[src/rtl/keypad_pkg.sv]
// Shared types and helpers for the 4x4 keypad scanner: FSM states, special key codes,
// and decoders from the active-low row/column patterns to key codes.
package keypad_pkg;

  typedef enum logic [2:0] {
    SCAN,
    DEBOUNCE,
    PRESSED,
    HOLD,
    RELEASE
  } kp_state_t;

  localparam logic [3:0] KEY_STAR  = 4'hD;
  localparam logic [3:0] KEY_HASH  = 4'hE;
  localparam logic [3:0] KEY_NONE  = 4'hF;
  localparam logic [3:0] ROWS_IDLE = 4'hF;
  localparam logic [3:0] COL_FIRST = 4'b1110;

  // The 'D' key position returns KEY_NONE so it is debounced but never reported.
  function automatic logic [3:0] kp_map(input logic [1:0] row_idx, input logic [1:0] col_idx);
    logic [3:0] code;
    code = KEY_NONE;
    case ({row_idx, col_idx})
      4'h0: code = 4'h1;
      4'h1: code = 4'h2;
      4'h2: code = 4'h3;
      4'h3: code = 4'hA;
      4'h4: code = 4'h4;
      4'h5: code = 4'h5;
      4'h6: code = 4'h6;
      4'h7: code = 4'hB;
      4'h8: code = 4'h7;
      4'h9: code = 4'h8;
      4'hA: code = 4'h9;
      4'hB: code = 4'hC;
      4'hC: code = KEY_STAR;
      4'hD: code = 4'h0;
      4'hE: code = KEY_HASH;
      4'hF: code = KEY_NONE;
    endcase
    return code;
  endfunction

  // Index of the low bit in a pattern with a single zero.
  function automatic logic [1:0] low_idx(input logic [3:0] pat);
    logic [1:0] idx;
    idx = 2'd0;
    case (pat)
      4'b1101: idx = 2'd1;
      4'b1011: idx = 2'd2;
      4'b0111: idx = 2'd3;
      default: idx = 2'd0;
    endcase
    return idx;
  endfunction

  function automatic logic one_low(input logic [3:0] pat);
    return (pat == 4'b1110) || (pat == 4'b1101) || (pat == 4'b1011) || (pat == 4'b0111);
  endfunction

endpackage

[src/rtl/keypad_scan_ctrl_sync_2ff.sv]
// Two-flop synchronizer for the raw keypad rows; resets to all-ones (rows idle, pulled up).
module sync_2ff #(
  parameter int unsigned W = 4
) (
  input  logic         clk,
  input  logic         rst,
  input  logic [W-1:0] d,
  output logic [W-1:0] q
);

  logic [W-1:0] meta;

  always_ff @(posedge clk or negedge rst) begin
    if (!rst) begin
      meta <= '1;
      q    <= '1;
    end else begin
      meta <= d;
      q    <= meta;
    end
  end

endmodule

[src/rtl/keypad_scan_ctrl.sv]
// 4x4 keypad column scanner with debounce and one key_valid strobe per press.
// Define KEYPAD_REPEAT_EN to add auto-repeat while a key is held.
module keypad_scan_ctrl
  import keypad_pkg::*;
#(
  parameter int unsigned SCAN_CYCLES  = 27_000,
  parameter int unsigned DEB_CYCLES   = 540_000
`ifdef KEYPAD_REPEAT_EN
  ,
  parameter int unsigned REPEAT_DELAY = 13_500_000,
  parameter int unsigned REPEAT_RATE  = 5_400_000
`endif
) (
  input  logic       clk,
  input  logic       rst,
  input  logic [3:0] fil_i,
  output logic [3:0] col_o,
  output logic [3:0] key_code,
  output logic       key_valid,
  output logic       key_held
);

  localparam int unsigned CNT_MAX = (SCAN_CYCLES > DEB_CYCLES) ? SCAN_CYCLES : DEB_CYCLES;
  localparam int unsigned CNT_W   = (CNT_MAX > 1) ? $clog2(CNT_MAX) : 1;

  kp_state_t        state_q, state_d;
  logic [3:0]       row_s;
  logic [3:0]       col_q, col_d;
  logic [CNT_W-1:0] cnt_q, cnt_d;
  logic [3:0]       row_lat_q, row_lat_d;
  logic [3:0]       key_code_q, key_code_d;
  logic             key_valid_q, key_valid_d;
  logic             key_held_q, key_held_d;
  logic [3:0]       map_code;

`ifdef KEYPAD_REPEAT_EN
  localparam int unsigned REP_MAX = (REPEAT_DELAY > REPEAT_RATE) ? REPEAT_DELAY : REPEAT_RATE;
  localparam int unsigned REP_W   = (REP_MAX > 1) ? $clog2(REP_MAX) : 1;

  logic [REP_W-1:0] rep_cnt_q, rep_cnt_d;
  logic             rep_first_q, rep_first_d;
  logic             rep_en_q, rep_en_d;
`endif

  sync_2ff #(.W(4)) u_row_sync (
    .clk (clk),
    .rst (rst),
    .d   (fil_i),
    .q   (row_s)
  );

  assign map_code  = kp_map(low_idx(row_lat_q), low_idx(col_q));
  assign col_o     = col_q;
  assign key_code  = key_code_q;
  assign key_valid = key_valid_q;
  assign key_held  = key_held_q;

  // State and output registers.
  always_ff @(posedge clk or negedge rst) begin
    if (!rst) begin
      state_q     <= SCAN;
      col_q       <= COL_FIRST;
      cnt_q       <= '0;
      row_lat_q   <= ROWS_IDLE;
      key_code_q  <= KEY_NONE;
      key_valid_q <= 1'b0;
      key_held_q  <= 1'b0;
`ifdef KEYPAD_REPEAT_EN
      rep_cnt_q   <= '0;
      rep_first_q <= 1'b1;
      rep_en_q    <= 1'b0;
`endif
    end else begin
      state_q     <= state_d;
      col_q       <= col_d;
      cnt_q       <= cnt_d;
      row_lat_q   <= row_lat_d;
      key_code_q  <= key_code_d;
      key_valid_q <= key_valid_d;
      key_held_q  <= key_held_d;
`ifdef KEYPAD_REPEAT_EN
      rep_cnt_q   <= rep_cnt_d;
      rep_first_q <= rep_first_d;
      rep_en_q    <= rep_en_d;
`endif
    end
  end

  // Next-state and next-output logic; key_valid is set on the edge into PRESSED.
  always_comb begin
    state_d     = state_q;
    col_d       = col_q;
    cnt_d       = cnt_q;
    row_lat_d   = row_lat_q;
    key_code_d  = key_code_q;
    key_valid_d = 1'b0;
    key_held_d  = key_held_q;
`ifdef KEYPAD_REPEAT_EN
    rep_cnt_d   = rep_cnt_q;
    rep_first_d = rep_first_q;
    rep_en_d    = rep_en_q;
`endif

    case (state_q)
      SCAN: begin
        if (row_s != ROWS_IDLE) begin
          state_d   = DEBOUNCE;
          cnt_d     = '0;
          row_lat_d = row_s;
        end else if (cnt_q == CNT_W'(SCAN_CYCLES - 1)) begin
          cnt_d = '0;
          col_d = {col_q[2:0], col_q[3]};
        end else begin
          cnt_d = cnt_q + CNT_W'(1);
        end
      end

      DEBOUNCE: begin
        if (row_s != row_lat_q) begin
          state_d = SCAN;
          cnt_d   = '0;
          col_d   = {col_q[2:0], col_q[3]};
        end else if (cnt_q == CNT_W'(DEB_CYCLES - 1)) begin
          cnt_d = '0;
          if (one_low(row_lat_q)) begin
            state_d    = PRESSED;
            key_held_d = 1'b1;
            if (map_code != KEY_NONE) begin
              key_code_d  = map_code;
              key_valid_d = 1'b1;
            end
`ifdef KEYPAD_REPEAT_EN
            rep_cnt_d   = '0;
            rep_first_d = 1'b1;
            rep_en_d    = (map_code != KEY_NONE) && (map_code != KEY_STAR) &&
                          (map_code != KEY_HASH);
`endif
          end else begin
            // Ghosting or multi-key: wait for a clean release without reporting.
            state_d = RELEASE;
          end
        end else begin
          cnt_d = cnt_q + CNT_W'(1);
        end
      end

      PRESSED: begin
        state_d = HOLD;
`ifdef KEYPAD_REPEAT_EN
        rep_cnt_d = rep_cnt_q + REP_W'(1);
`endif
      end

      HOLD: begin
        if (row_s == ROWS_IDLE) begin
          state_d = RELEASE;
          cnt_d   = '0;
        end
`ifdef KEYPAD_REPEAT_EN
        else if (rep_en_q) begin
          if (rep_cnt_q == (rep_first_q ? REP_W'(REPEAT_DELAY - 1) : REP_W'(REPEAT_RATE - 1))) begin
            key_valid_d = 1'b1;
            rep_cnt_d   = '0;
            rep_first_d = 1'b0;
          end else begin
            rep_cnt_d = rep_cnt_q + REP_W'(1);
          end
        end
`endif
      end

      RELEASE: begin
        if (row_s != ROWS_IDLE) begin
          state_d = HOLD;
          cnt_d   = '0;
        end else if (cnt_q == CNT_W'(DEB_CYCLES - 1)) begin
          state_d    = SCAN;
          cnt_d      = '0;
          col_d      = COL_FIRST;
          key_held_d = 1'b0;
        end else begin
          cnt_d = cnt_q + CNT_W'(1);
        end
      end

      default: begin
        state_d = SCAN;
        cnt_d   = '0;
        col_d   = COL_FIRST;
      end
    endcase
  end

endmodule

[config.mk]
export PLATFORM = sky130hd
export DESIGN_NAME = keypad_scan_ctrl
export DESIGN_NICKNAME = d
export VERILOG_FILES = /design/src/rtl/keypad_pkg.sv /design/src/rtl/keypad_scan_ctrl_sync_2ff.sv /design/src/rtl/keypad_scan_ctrl.sv
export SDC_FILE = /design/constraint.sdc
export NUM_CORES = 1
export LEC_CHECK = 0
export CAP_MARGIN = 0
export CORE_ASPECT_RATIO = 1.1
export CORE_MARGIN = 1
export CORE_UTILIZATION = 40
export DETAILED_ROUTE_END_ITERATION = 8
export GPL_TIMING_DRIVEN = 1
export HOLD_SLACK_MARGIN = 0.02
export PLACE_DENSITY_LB_ADDON = 0.3
export SLEW_MARGIN = 20
export SYNTH_ARGS = -nofsm -noshare
export SYNTH_HDL_FRONTEND = slang
export SYNTH_SLANG_ARGS = --single-unit
export TNS_END_PERCENT = 100
[constraint.sdc]
create_clock -name clk -period 3.8 [get_ports clk]
set_input_delay 0.76 -clock clk [delete_from_list [all_inputs] [get_ports clk]]
set_output_delay 0.76 -clock clk [all_outputs]
set_load 0.005 [all_outputs]
==> metrics.md <==
| Metric | Value |
|---|---|
| Status | complete, no violations |
| Worst Hold Class | flop to flop |
| H-tree levels | 2 |
| #FFs+latches synth | 45 |
| CP required | 4.03 ns |
| Placed Area | 0.00277 mm2 |
| Met2 wire len | 2460 um |
| MaxCap Viol Count | 0 |
| Cts bufs inserted | 5 |
| Vias | 1,900 |
| I/O Buffers | 15 |
| Gr ovfl total | 0 |
| Max-slew violation count | 0 |
| DR WL/cell | 14.2 um |
| Crit path launch type | flop |
| Ys Warns | 0 |
| Clk buf depth | 2 |
| # diodes | 0 |
| Post-synth ARST share | 1.00 |
| Fillers | 583 |
| Final Worst Setup Slack | 1.37 ns |
| Final WL | 4950 um |
| Maximum number of pins on one net before global-route repair | 46 |
| Synthesized cell area | 0.00257 mm2 |
| Vias per cell | 5.43 |
| Final worst-path cycle share | 0.641 |
| Final Hold Vio Count | 0 |
| Root Driver | clkbuf_8 |
| Yosys cell types | 57 |
| Drt drc | 0 |
| RSZ-0062 raised after global routing | false |
| Post-synth EDFFs | 0 |
| Layout cell share with drive strength beyond 1 | 0.167 |
| Slew at the pin with the worst max-slew slack | 0.993 ns |
| Setup TNS | 0 ns |
| Leak Pwr | 1.11 nW |
| DIE HEIGHT | 86.2 um |
| Top cell type by total area after synthesis | dfrtp_1 |
| Initial DRC count | 97 |
| Max_slew headroom | 0.338 |
| FMAX | 411 MHz |
| # hold bufs at CTS | 0 |
| Worst hold margin | 0.359 ns |
| Final min period | 2.43 ns |
| Power density cells | 590 mW/mm2 |
| Top Metal Used | met4 |
| Worst slack, placed | 1.35 ns |
| WP data arrival | 2.67 ns |
| # rows | 30 |
| Core ar. | 0.00619 mm2 |
| Fin area | 0.00287 mm2 |
| Die Footprint | 0.00676 mm2 |
| Syn Inst Count | 255 |
| Post-detail-place hpwl | 3610 um |
| Yosys top cell area share | 0.253 |
| Die W | 78.5 um |
| IO Pins | 16 |
| TritonCTS clock tree | done |
| Worst-skew pair later-pin latency | 0.30 ns |
| Final net count | 280 |
| Layout Area Growth over Synthesis | 11.6% |
| Initial Util | 0.416 |
| First-pass GRT wire length | 8780 um |
| Crit Path Category | flop to flop |
| Met3 WL | 103 um |
| Total track usage | 0.166 |
| Clk pin slew, worst setup/hold paths | 0.09 ns |
| Skew final | 0.00709 ns |
| Synth top area cells | dfrtp_1, dfstp_2, xor2_1 |
| Final non-filler cell total | 350 |
| Vias in the first global route | 1,887 |
| Syn_nets | 266 |
| Dpl cells | 342 |
| Antenna violations before repair | 0 |
| Peak supply drop | 0.000258 V |
| Metal-1 WL | 2330 um |
| Critical path peak fanout | 5 |
| Drt first pass iters | 4 |
| Post-cts resize count | 0 |
| CTS sink count | 45 |
| Sequential element share of the synthesized area | 0.447 |
| Commonest register cell after synthesis | dfrtp_1 |
| Avg Cell Area, Syn | 10.1 um2 |
| ANT nets after route | 0 |
| Post CTS Setup Buffer Count | 0 |
| Worst Setup End Kind | flop |
| Final setup fails | 0 |
| Routability congestion estimate | 0.803 |
[area by class of cell]
| cell class | instances | area [um2] | share of cell area |
|---|---|---|---|
| Clock buffer | 7 | 97.6 | 0.0340 |
| Timing Repair Buffer | 16 | 153 | 0.0531 |
| Inverter | 15 | 56.3 | 0.0196 |
| Clock inverter | 1 | 5.00 | 0.00174 |
| Sequential cell | 45 | 1150 | 0.400 |
| Multi-Input combinational cell | 186 | 1310 | 0.457 |
| Tap cell | 80 | 100 | 0.0348 |
[worst max-delay path, cell delays in order, from the launching register on]
cell and delay, ns:
dfstp_2 0.58, xnor2_1 0.09, nand3b_1 0.26, ha_1 0.28, nand3b_1 0.16, nor4b_1 0.26, o21a_1 0.17, inv_1 0.05
o21ba_4 0.21, mux2_1 0.31
[cell usage in the layout (no fill, tap or decap), types with 6 or more instances in the layout]
| cell | Yosys | routed |
|---|---|---|
| a21oi_1 | 13 | 13 |
| and3_1 | 6 | 6 |
| clkdlybuf4s50_1 | 0 | 14 |
| dfrtp_1 | 26 | 26 |
| dfstp_2 | 19 | 19 |
| inv_1 | 15 | 15 |
| nand2_1 | 16 | 16 |
| nand3_1 | 7 | 7 |
| nor2_1 | 20 | 20 |
| o21ai_0 | 10 | 10 |
| o21ai_1 | 10 | 10 |
| o22a_1 | 7 | 7 |
| or3_1 | 10 | 10 |
| xor2_1 | 10 | 10 |
[report_power, final]
| part | internal, W | leakage [nW] | switching, W |
|---|---|---|---|
| Combinational | 0.000299 | 0.504 | 0.000372 |
| Sequential | 0.000575 | 0.555 | 0.000117 |
| Clock | 0.000169 | 0.0534 | 0.000164 |
| Total | 0.00104 | 1.11 | 0.000653 |
[stage by stage]
stage | power, W | utilization
2_1_floorplan | 0.00122 | -
3_3_place_gp | 0.00136 | 0.447
3_5_place_dp | 0.00137 | 0.447
4_1_cts | 0.00171 | 0.464
5_1_grt | 0.00182 | 0.464
6_report | 0.00170 | 0.464
[cell families after synthesis]
logic type	share of synthesized area
AO/OA/AOI/OAI	0.143
XOR/XNOR	0.0510
adder cells (fa/ha/maj)	0.0243
buffers and inverters	0.0437
flip-flops	0.447
multiplexers	0.0379
AND/OR/NAND/NOR	0.253
[flip-flops by register name, summed over array words and instances (netlist names)]
signal           cells
state_q              3
key_valid            1
u_row_sync.q         4
row_lat_q            4
cnt_q               20
key_held             1
key_code             4
u_row_sync.meta      4
col_o                4
[metal layers]
| layer | track usage | up-vias |
|---|---|---|
| met3 | 0.0351 | 6 |
| met2 | 0.285 | 20 |
| met1 | 0.211 | 928 |
| met5 | 0 | - |
| met4 | 0.0471 | 0 |
| li1 | - | 946 |
[worst paths after layout]
check	start	to	slack (ns)	cells past startpoint
setup reg to reg	col_o[3]	key_code[3]	1.37	9
min in group asynchronous	rst	cnt_q[18]	0.62	1
hold / removal	u_row_sync.meta[0]	u_row_sync.q[0]	0.36	0
max in group asynchronous	rst	state_q[0]	2.57	1
hold reg to reg	u_row_sync.meta[0]	u_row_sync.q[0]	0.36	0
setup / recovery	col_o[3]	key_code[3]	1.37	9
[synth_stat cells (2+ instances only)]
library cell,number
dfstp_2,19
o21ai_0,10
nand3b_1,4
ha_1,5
nor2_1,20
nor3_1,4
nor3b_1,2
nand4b_1,2
nand3_1,7
buf_4,3
and3_1,6
or4_1,3
nand4_1,4
a21o_1,2
nor4_2,2
nand3_2,2
a21oi_1,13
mux2i_1,3
buf_2,3
or3_1,10
nand2_1,16
a22o_1,2
a31oi_1,2
xnor2_1,5
o21ai_1,10
dfrtp_1,26
inv_1,15
mux2_1,5
nor2b_1,3
and4_1,2
nor4_4,2
xor2_1,10
o22a_1,7
nor4b_1,2
clkbuf_1,2
(Power assumes the default switching activity.)
